## src/rtl/line_adaptor_pkg.sv

```systemverilog
// Shared constants and types for the cache-line to memory-burst adaptor.
package line_adaptor_pkg;

   localparam int BEAT_W = 64;
   localparam int BEATS  = 4;
   localparam int LINE_W = BEAT_W * BEATS;
   localparam int ADDR_W = 32;
   localparam int OFFS_W = $clog2(LINE_W / 8);

   typedef enum logic [1:0] {
      IDLE     = 2'd0,
      RD_BURST = 2'd1,
      WR_BURST = 2'd2,
      DONE     = 2'd3
   } adaptor_state_t;

   typedef logic [$clog2(BEATS)-1:0] beat_idx_t;

   function automatic logic is_last_beat(input beat_idx_t idx);
      return (idx == beat_idx_t'(BEATS - 1));
   endfunction

endpackage

```

## src/rtl/line_beat_buffer.sv

```systemverilog
// One-line storage: whole-line load for writes, per-beat fill for reads,
// and a beat-indexed read port that feeds the memory write data.
module line_beat_buffer
   import line_adaptor_pkg::*;
(
   input  logic              clk,
   input  logic              rst,
   input  logic              load_en,
   input  logic [LINE_W-1:0] load_line,
   input  logic              fill_en,
   input  beat_idx_t         fill_idx,
   input  logic [BEAT_W-1:0] fill_beat,
   input  beat_idx_t         rd_idx,
   output logic [LINE_W-1:0] line,
   output logic [BEAT_W-1:0] rd_beat
);

   logic [LINE_W-1:0] line_r;

   // line storage; reset clears any partially assembled line
   always_ff @(posedge clk or posedge rst) begin
      if (rst) begin
         line_r <= {LINE_W{1'b0}};
      end else if (load_en) begin
         line_r <= load_line;
      end else if (fill_en) begin
         line_r[fill_idx*BEAT_W +: BEAT_W] <= fill_beat;
      end
   end

   assign line    = line_r;
   assign rd_beat = line_r[rd_idx*BEAT_W +: BEAT_W];

endmodule

```

## src/rtl/line_burst_adaptor.sv

```systemverilog
// Converts one 256-bit cache line transaction into a 4-beat x 64-bit memory burst.
// Define LINE_ADAPTOR_ERR_EN to add the sticky protocol-error output err_o.
module line_burst_adaptor
   import line_adaptor_pkg::*;
(
   input  logic              clk,
   input  logic              rst,
`ifdef LINE_ADAPTOR_ERR_EN
   output logic              err_o,
`endif
   input  logic [ADDR_W-1:0] address_i,
   input  logic [LINE_W-1:0] line_i,
   input  logic              read_i,
   input  logic              write_i,
   output logic [LINE_W-1:0] line_o,
   output logic              resp_o,
   output logic [ADDR_W-1:0] address_o,
   input  logic [BEAT_W-1:0] burst_i,
   output logic [BEAT_W-1:0] burst_o,
   output logic              read_o,
   output logic              write_o,
   input  logic              resp_i
);

   localparam logic [ADDR_W-1:0] ADDR_MASK = {{(ADDR_W-OFFS_W){1'b1}}, {OFFS_W{1'b0}}};

   adaptor_state_t    state_r;
   adaptor_state_t    next_s;
   beat_idx_t         cnt_r;
   logic [ADDR_W-1:0] addr_r;
   logic              load_s;
   logic              fill_s;
   logic              in_burst_s;

   assign in_burst_s = (state_r == RD_BURST) || (state_r == WR_BURST);

   // state register
   always_ff @(posedge clk or posedge rst) begin
      if (rst) begin
         state_r <= IDLE;
      end else begin
         state_r <= next_s;
      end
   end

   // next-state logic; write takes priority over read when both are requested
   always_comb begin
      next_s = state_r;
      case (state_r)
         IDLE: begin
            if (write_i) begin
               next_s = WR_BURST;
            end else if (read_i) begin
               next_s = RD_BURST;
            end else begin
               next_s = IDLE;
            end
         end
         RD_BURST, WR_BURST: begin
            if (resp_i && is_last_beat(cnt_r)) begin
               next_s = DONE;
            end else begin
               next_s = state_r;
            end
         end
         DONE:    next_s = IDLE;
         default: next_s = IDLE;
      endcase
   end

   // Moore outputs and buffer controls decoded from the current state
   always_comb begin
      read_o  = 1'b0;
      write_o = 1'b0;
      resp_o  = 1'b0;
      load_s  = 1'b0;
      fill_s  = 1'b0;
      case (state_r)
         IDLE:     load_s = write_i;
         RD_BURST: begin
            read_o = 1'b1;
            fill_s = resp_i;
         end
         WR_BURST: write_o = 1'b1;
         DONE:     resp_o = 1'b1;
         default: begin
            read_o = 1'b0;
         end
      endcase
   end

   // beat counter and burst address latch; address only moves while idle
   always_ff @(posedge clk or posedge rst) begin
      if (rst) begin
         cnt_r  <= '0;
         addr_r <= {ADDR_W{1'b0}};
      end else begin
         if (in_burst_s && resp_i) begin
            cnt_r <= is_last_beat(cnt_r) ? beat_idx_t'(1'b0) : cnt_r + 1'b1;
         end
         if ((state_r == IDLE) && (write_i || read_i)) begin
            addr_r <= address_i & ADDR_MASK;
         end
      end
   end

   assign address_o = addr_r;

   line_beat_buffer u_buf (
      .clk       (clk),
      .rst       (rst),
      .load_en   (load_s),
      .load_line (line_i),
      .fill_en   (fill_s),
      .fill_idx  (cnt_r),
      .fill_beat (burst_i),
      .rd_idx    (cnt_r),
      .line      (line_o),
      .rd_beat   (burst_o)
   );

`ifdef LINE_ADAPTOR_ERR_EN
   logic err_r;

   // sticky protocol error: stray beat or conflicting request while idle, request dropped mid-burst
   always_ff @(posedge clk or posedge rst) begin
      if (rst) begin
         err_r <= 1'b0;
      end else if ((state_r == IDLE) && (resp_i || (read_i && write_i))) begin
         err_r <= 1'b1;
      end else if (((state_r == RD_BURST) && !read_i) || ((state_r == WR_BURST) && !write_i)) begin
         err_r <= 1'b1;
      end
   end

   assign err_o = err_r;
`endif

endmodule
```

## config.mk

```make
export PLATFORM = sky130hd
export DESIGN_NAME = line_burst_adaptor
export DESIGN_NICKNAME = d
export VERILOG_FILES = /design/src/rtl/line_adaptor_pkg.sv /design/src/rtl/line_beat_buffer.sv /design/src/rtl/line_burst_adaptor.sv
export SDC_FILE = /design/constraint.sdc
export NUM_CORES = 1
export LEC_CHECK = 0
export ABC_AREA = 0
export CELL_PAD_IN_SITES_DETAIL_PLACEMENT = 2
export CELL_PAD_IN_SITES_GLOBAL_PLACEMENT = 2
export CORE_AREA = 2 2 280 282
export DETAILED_ROUTE_END_ITERATION = 8
export DIE_AREA = 0 0 282 284
export HOLD_SLACK_MARGIN = 0.06
export PLACE_DENSITY = 0.6
export SLEW_MARGIN = 20
export SYNTH_ARGS = -nofsm -noshare
export SYNTH_HDL_FRONTEND = slang
export SYNTH_SLANG_ARGS = --single-unit
export TNS_END_PERCENT = 50
```

## constraint.sdc

```tcl
create_clock -name clk -period 11.35 [get_ports clk]
set_input_delay 1.135 -clock clk [delete_from_list [all_inputs] [get_ports clk]]
set_output_delay 1.135 -clock clk [all_outputs]
set_load 0.05 [all_outputs]
```

# --- Word level (Yosys, flattened, before mapping) ---
# Index checks and enable logic that the tools add are counted.
totals:
  regBits: 287
  elab_cells: 35
  output_inout_bits: 355
classes:
  shift: 3
  n_reduce_logical: 8
  n_eq_ne: 5
  addsub: 2
  muxes: 13
op_table:
  columns: ["operator", "count"]
  rows:
  - ["2-to-1 mux 256 bit", 2]
  - ["bitwise mux 256 bit", 1]
  - ["variable shift 64 x 34 -> 256 bit, first input constant", 1]
  - ["indexed part select 256 x 9 -> 64 bit", 1]
  - ["indexed part select 64 x 34 -> 256 bit", 1]
  - ["negation 8 -> 34 bit", 1]
  - ["equality test 2 bit, second input constant", 3]
  - ["2-to-1 mux 1 bit", 6]
  - ["2-to-1 mux 2 bit", 3]
  - ["case mux 2 bit (3 select lines)", 1]
  - ["logical AND 1 bit", 3]
  - ["adder 2 x 1 -> 2 bit, second input constant", 1]
  - ["equality test 2 x 1 -> 1 bit, second input constant", 1]
  - ["logical NOT 2 bit", 1]
  - ["logical OR 1 bit", 2]
  - ["!= test 2 bit, second input constant", 1]
  - ["nonzero test 2 bit", 1]
  - ["OR reduction 2 bit", 1]

# --- Longest topological paths before layout ---
logic_depth:
  word_depth: 5
  depth_mapped: 10

# --- Modules after synthesis ---
# Synthesis repeated with hierarchy kept, for this count alone.
unflattened:
  hier_cells: 1037
  area_unflattened_um2: 13992.2
by_module_without_submodules:
  columns: ["mod", "seq_area_each_um2", "area_each_um2", "cells_each", "n_inst"]
  rows:
  - ["line_beat_buffer", 6406.1, 12644.6, 946, 1]
  - ["line_burst_adaptor", 775.7, 1347.5, 91, 1]

# --- Worst setup path after synthesis ---
# OpenSTA, ideal clock, no wires.
synth_timing:
  path_kind: "reg2out"
  start: "register cnt_r[0]"
  end: "output burst_o[46]"
  arrival_time_ns: 1.727
  stages_incl_launch_ff: 5
  setup_slack_ns: 8.488
  cell_sequence: "dfrtp_1 clkbuf_1 buf_2 clkbuf_1 mux4_2"
synth_via:
  elab_chain_cells: 1
synth_lines:
  columns: ["item", "line", "rtl"]
  rows:
  - ["start: declaration", "line_burst_adaptor.sv:29", "beat_idx_t cnt_r;"]
  - ["start signal: assignment", "line_burst_adaptor.sv:99", "cnt_r <= is_last_beat(cnt_r) ? beat_idx_t'(1'b0) : cnt_r + 1'b1;"]
  - ["indexed part select 256 x 9 -> 64 bit", "line_beat_buffer.sv:32", "assign rd_beat = line_r[rd_idx*BEAT_W +: BEAT_W];"]
  - ["end: declaration", "line_burst_adaptor.sv:19", "output logic [BEAT_W-1:0] burst_o,"]
# Every way passes these cells.

# --- Worst setup path after layout ---
layout_timing:
  start: "register cnt_r[0]"
  end: "output burst_o[10]"
# The elaborated chain is that of the path after synthesis.

==> impl_results.html <==
<table>
<tr><th>Metric</th><th>Value</th></tr>
<tr><th colspan="2">Die</th></tr>
<tr><td>IO Count</td><td>712</td></tr>
<tr><td>Die Outline Area</td><td>0.0801 mm2</td></tr>
<tr><td>Overall die height</td><td>284 um</td></tr>
<tr><td>Standard-cell row count</td><td>102</td></tr>
<tr><td>Effective utilization at floorplan</td><td>0.185</td></tr>
<tr><td>CORE AREA</td><td>0.0770 mm2</td></tr>
<tr><td>X dimension of the die</td><td>282 um</td></tr>
<tr><th colspan="2">Routing</th></tr>
<tr><td>Via total after detailed routing</td><td>13.6k</td></tr>
<tr><td>First-pass detailed-route iteration total</td><td>5</td></tr>
<tr><td>Detail-routed via count per cell</td><td>4.88</td></tr>
<tr><td>Iter 0 DRT Violations</td><td>729</td></tr>
<tr><td>Remaining routing DRC violations</td><td>0</td></tr>
<tr><td>DRT Wirelength</td><td>around 80000 um</td></tr>
<tr><td>Number of nets with antenna violations after routing</td><td>0</td></tr>
<tr><td>Average wire per cell in the routed design</td><td>29.3 um</td></tr>
<tr><th colspan="2">Worst setup path</th></tr>
<tr><td>WP buf/inv</td><td>2</td></tr>
<tr><td>Critical Path Fanout Max</td><td>48</td></tr>
<tr><td>Setup slack of the worst register-to-register path</td><td>6.96 ns</td></tr>
<tr><td>Critical Path Source Type</td><td>flop</td></tr>
<tr><td>Crit path from</td><td>cnt_r[0]</td></tr>
<tr><td>Chain of cells forming the critical path</td><td>buf_4 -&gt; mux4_2 -&gt; clkdlybuf4s50_1</td></tr>
<tr><td>Critical register-to-register path startpoint</td><td>cnt_r[0]</td></tr>
<tr><td>Max stage delay on crit path</td><td>between 0.8 and 0.9 ns</td></tr>
<tr><td>Worst reg2reg endpoint</td><td>u_buf.line[45]</td></tr>
<tr><td>Required time at the endpoint of the critical path</td><td>10.22 ns</td></tr>
<tr><td>CP Capture Point</td><td>burst_o[10]</td></tr>
<tr><td>Slowest library cell on the worst path</td><td>dfrtp_4</td></tr>
<tr><td>Top cell family by delay on the critical path</td><td>buffers and inverters</td></tr>
<tr><td>Endpoint type of the worst setup path</td><td>primary output</td></tr>
<tr><td>Worst EP arrival</td><td>3.56 ns</td></tr>
<tr><td>Depth of the worst register-to-register path</td><td>6</td></tr>
<tr><td>Logic depth of the worst path, buffers included</td><td>3</td></tr>
<tr><td>Worst Path Class, Setup</td><td>reg -&gt; out</td></tr>
<tr><th colspan="2">STA</th></tr>
<tr><td>Max Fclk</td><td>between 200 and 250 MHz</td></tr>
<tr><td>Final setup fails</td><td>0</td></tr>
<tr><td>Headroom to the max-slew limit</td><td>0.284</td></tr>
<tr><td>Final hold violation count</td><td>0</td></tr>
<tr><td>Final Slew Violations</td><td>0</td></tr>
<tr><td>Slew @ Worst Pin</td><td>about 1.1 ns</td></tr>
<tr><td>Setup repair after global routing missed its margin</td><td>false</td></tr>
<tr><td>Period utilisation layout</td><td>0.414</td></tr>
<tr><td>Clk_skew</td><td>0.0203 ns</td></tr>
<tr><td>Post-layout minimum cycle time</td><td>between 4 and 5 ns</td></tr>
<tr><td>Total negative setup slack</td><td>0 ns</td></tr>
<tr><th colspan="2">CTS</th></tr>
<tr><td>Maximum number of buffers from clock root to sink</td><td>3</td></tr>
<tr><td>Clock slew seen by the registers of the worst setup and hold paths</td><td>0.06 ns</td></tr>
<tr><td>CTS tree</td><td>built</td></tr>
<tr><td>Clock root buffer master</td><td>clkbuf_16</td></tr>
<tr><td>Number of buffers created by CTS</td><td>39</td></tr>
<tr><td>Max H-tree Level</td><td>2</td></tr>
<tr><td>PostCTS Resize Cnt</td><td>0</td></tr>
<tr><td>Clock latency of the later-clocked register in the worst-skew pair</td><td>0.56 ns</td></tr>
<tr><td>Number of clock sinks</td><td>around 290</td></tr>
<tr><td>Hold-fix buffers at CTS</td><td>0</td></tr>
<tr><td>Post-CTS Setup Inserts</td><td>0</td></tr>
<tr><th colspan="2">Logic synthesis</th></tr>
<tr><td>Post-synthesis sequential element count</td><td>287</td></tr>
<tr><td>Share of synthesized area occupied by flip-flops and latches</td><td>0.506</td></tr>
<tr><td>Top cells by area in the synthesized netlist</td><td>dfrtp_1 51%, a221o_1 18%, and3_1 11%</td></tr>
<tr><td>Gate Count Post-Synth</td><td>1067</td></tr>
<tr><td>Mean instance size in the synthesized netlist</td><td>13.3 um2</td></tr>
<tr><td>Leading area contributor after synthesis</td><td>dfrtp_1</td></tr>
<tr><td>Count of yosys warnings during synthesis</td><td>0</td></tr>
<tr><td>Share of the synthesized area in the top cell type</td><td>0.506</td></tr>
<tr><td>Mapped Area</td><td>roughly 0.014 mm2</td></tr>
<tr><td>Synth unique cells</td><td>28</td></tr>
<tr><th colspan="2">Place</th></tr>
<tr><td>Port Buf Inserts</td><td>701</td></tr>
<tr><td>GPL Wtd Cong</td><td>between 0.8 and 0.9</td></tr>
<tr><td>Estimated wirelength of the detail-placed design</td><td>about 56000 um</td></tr>
<tr><th colspan="2">Global routing</th></tr>
<tr><td>Global-route wire length before repair</td><td>117000 um</td></tr>
<tr><td>Maximum number of pins on one net before global-route repair</td><td>between 100 and 150</td></tr>
<tr><td>Total overflow reported by the global router</td><td>0</td></tr>
<tr><td>GRT Resource Usage Total</td><td>0.199</td></tr>
<tr><td>Number of global-route vias before repair</td><td>15.2k</td></tr>
<tr><td>Number of antenna violations at the first check in global routing</td><td>20</td></tr>
<tr><th colspan="2">Power</th></tr>
<tr><td>Post-layout power</td><td>9.22 mW</td></tr>
<tr><td>Power per Cell Area</td><td>394 mW/mm2</td></tr>
<tr><td>LEAKAGE</td><td>10.0 nW</td></tr>
<tr><td>IR drop worst, VDD</td><td>approximately 170 uV</td></tr>
<tr><th colspan="2">Min path</th></tr>
<tr><td>Tightest Hold Check Type</td><td>reg -&gt; reg</td></tr>
<tr><td>Hold Crit Depth</td><td>1</td></tr>
<tr><th colspan="2">Run</th></tr>
<tr><td>Number of violations of the max-capacitance limit</td><td>0</td></tr>
<tr><th colspan="2">Final layout</th></tr>
<tr><td>Proportion of layout cells with a drive suffix above 1</td><td>0.112</td></tr>
<tr><td>Filler cells</td><td>8201</td></tr>
<tr><td>Area overhead of the layout relative to synthesis</td><td>65.0%</td></tr>
<tr><td>Post-layout nets</td><td>2074</td></tr>
<tr><th colspan="2">Status</th></tr>
<tr><td>Outcome</td><td>completed</td></tr>
</table>
power breakdown:
group | internal (mW) | total, mW | switching, mW
Combinational | 2.12 | 5.91 | 3.79
Clock | 0.744 | 1.26 | 0.514
Sequential | 1.51 | 2.05 | 0.536
Total | 4.37 | 9.22 | 4.84
through the flow:
stage / util / cells / cell area [um2] / hold WS, ns / worst slack [ns]
finish: 0.304 / 2795 / 23400 / 0.507 / 6.65
global route: 0.304 / 2792 / 23400 / 0.516 / 6.51
CTS: 0.304 / 2777 / 23400 / 0.509 / 6.28
detailed placement: 0.287 / 2705 / 22100 / 0.496 / 6.56
global placement: 0.287 / 2705 / 22100 / 0.490 / 6.73
floorplan: - / 1071 / 14200 / 0.550 / 2.29
cells by family after synthesis:
| logic type | after synthesis | share of synthesized area |
|---|---|---|
| AND/OR/NAND/NOR | 272 | 0.123 |
| flip-flops | 287 | 0.506 |
| AO/OA/AOI/OAI | 266 | 0.186 |
| other | 1 | 0.000264 |
| multiplexers | 93 | 0.125 |
| buffers and inverters | 137 | 0.0506 |
| adder cells (fa/ha/maj) | 11 | 0.00969 |
per-layer routing:
metal	GRT usage	share of wire
met5	0	0.00056
met2	0.351	0.52
met4	0.0656	0.023
met3	0.0510	0.067
met1	0.233	0.39
worst register-to-register path, delay by kind of cell, from the launching register on:
family	cells	cell delay, ns
AOI/OAI and AO/OA	2	1.24
adders and majority gates	1	0.41
buffers and inverters	3	1.85
DFF	1	0.81
layout by cell type, fill, tap and decap left out, types with 5 or more instances in the layout:
master	count
clkbuf_1	12
diode_2	18
conb_1	5
and3_1	256
mux4_2	64
clkbuf_8	9
buf_4	24
mux2_2	29
clkdlybuf4s50_1	700
clkbuf_16	39
ha_1	10
a221o_1	256
dfrtp_1	285
flip-flops by register name (all words and copies together) (netlist names):
register    flops
address_o      27
cnt_r           2
state_r         2
u_buf.line    256
synth_stat cells:
cell       number
a21oi_1         2
a21bo_2         1
nand3b_1        2
buf_2          28
o22ai_1         2
nor2_1          3
o21ai_1         1
nand2_1         2
a31oi_2         3
nor3_2          1
mux4_2         64
nand4bb_1       1
nand3_1         2
inv_1           5
mux2_2         29
ha_1           11
a31oi_1         1
nor2b_1         1
buf_4           5
conb_1          1
buf_6          20
clkbuf_1       76
and3_1        256
buf_1           3
a221o_1       256
dfrtp_1       287
and2_4          1
nor4_4          3
worst min path at each step:
stage / from / to / slack [ns]
detailed placement: address_o[5] / address_o[5] / 0.50
global placement: address_o[26] / address_o[26] / 0.49
finish: address_o[5] / address_o[5] / 0.51
floorplan: state_r[1] / state_r[1] / 0.55
global route: address_o[24] / address_o[24] / 0.52
CTS: address_o[5] / address_o[5] / 0.51
cell type report:
type,count,area [um2],area share
tap,1040,1300,0.0555
clock buffer,60,1140,0.0489
sequential,287,7190,0.307
multi-input combinational,647,6380,0.272
inverter,5,26.3,0.00112
clock inverter,12,131,0.00561
antenna,18,45.0,0.00192
timing repair buffer,726,7210,0.308
Power figures use the tool's default switching activity.
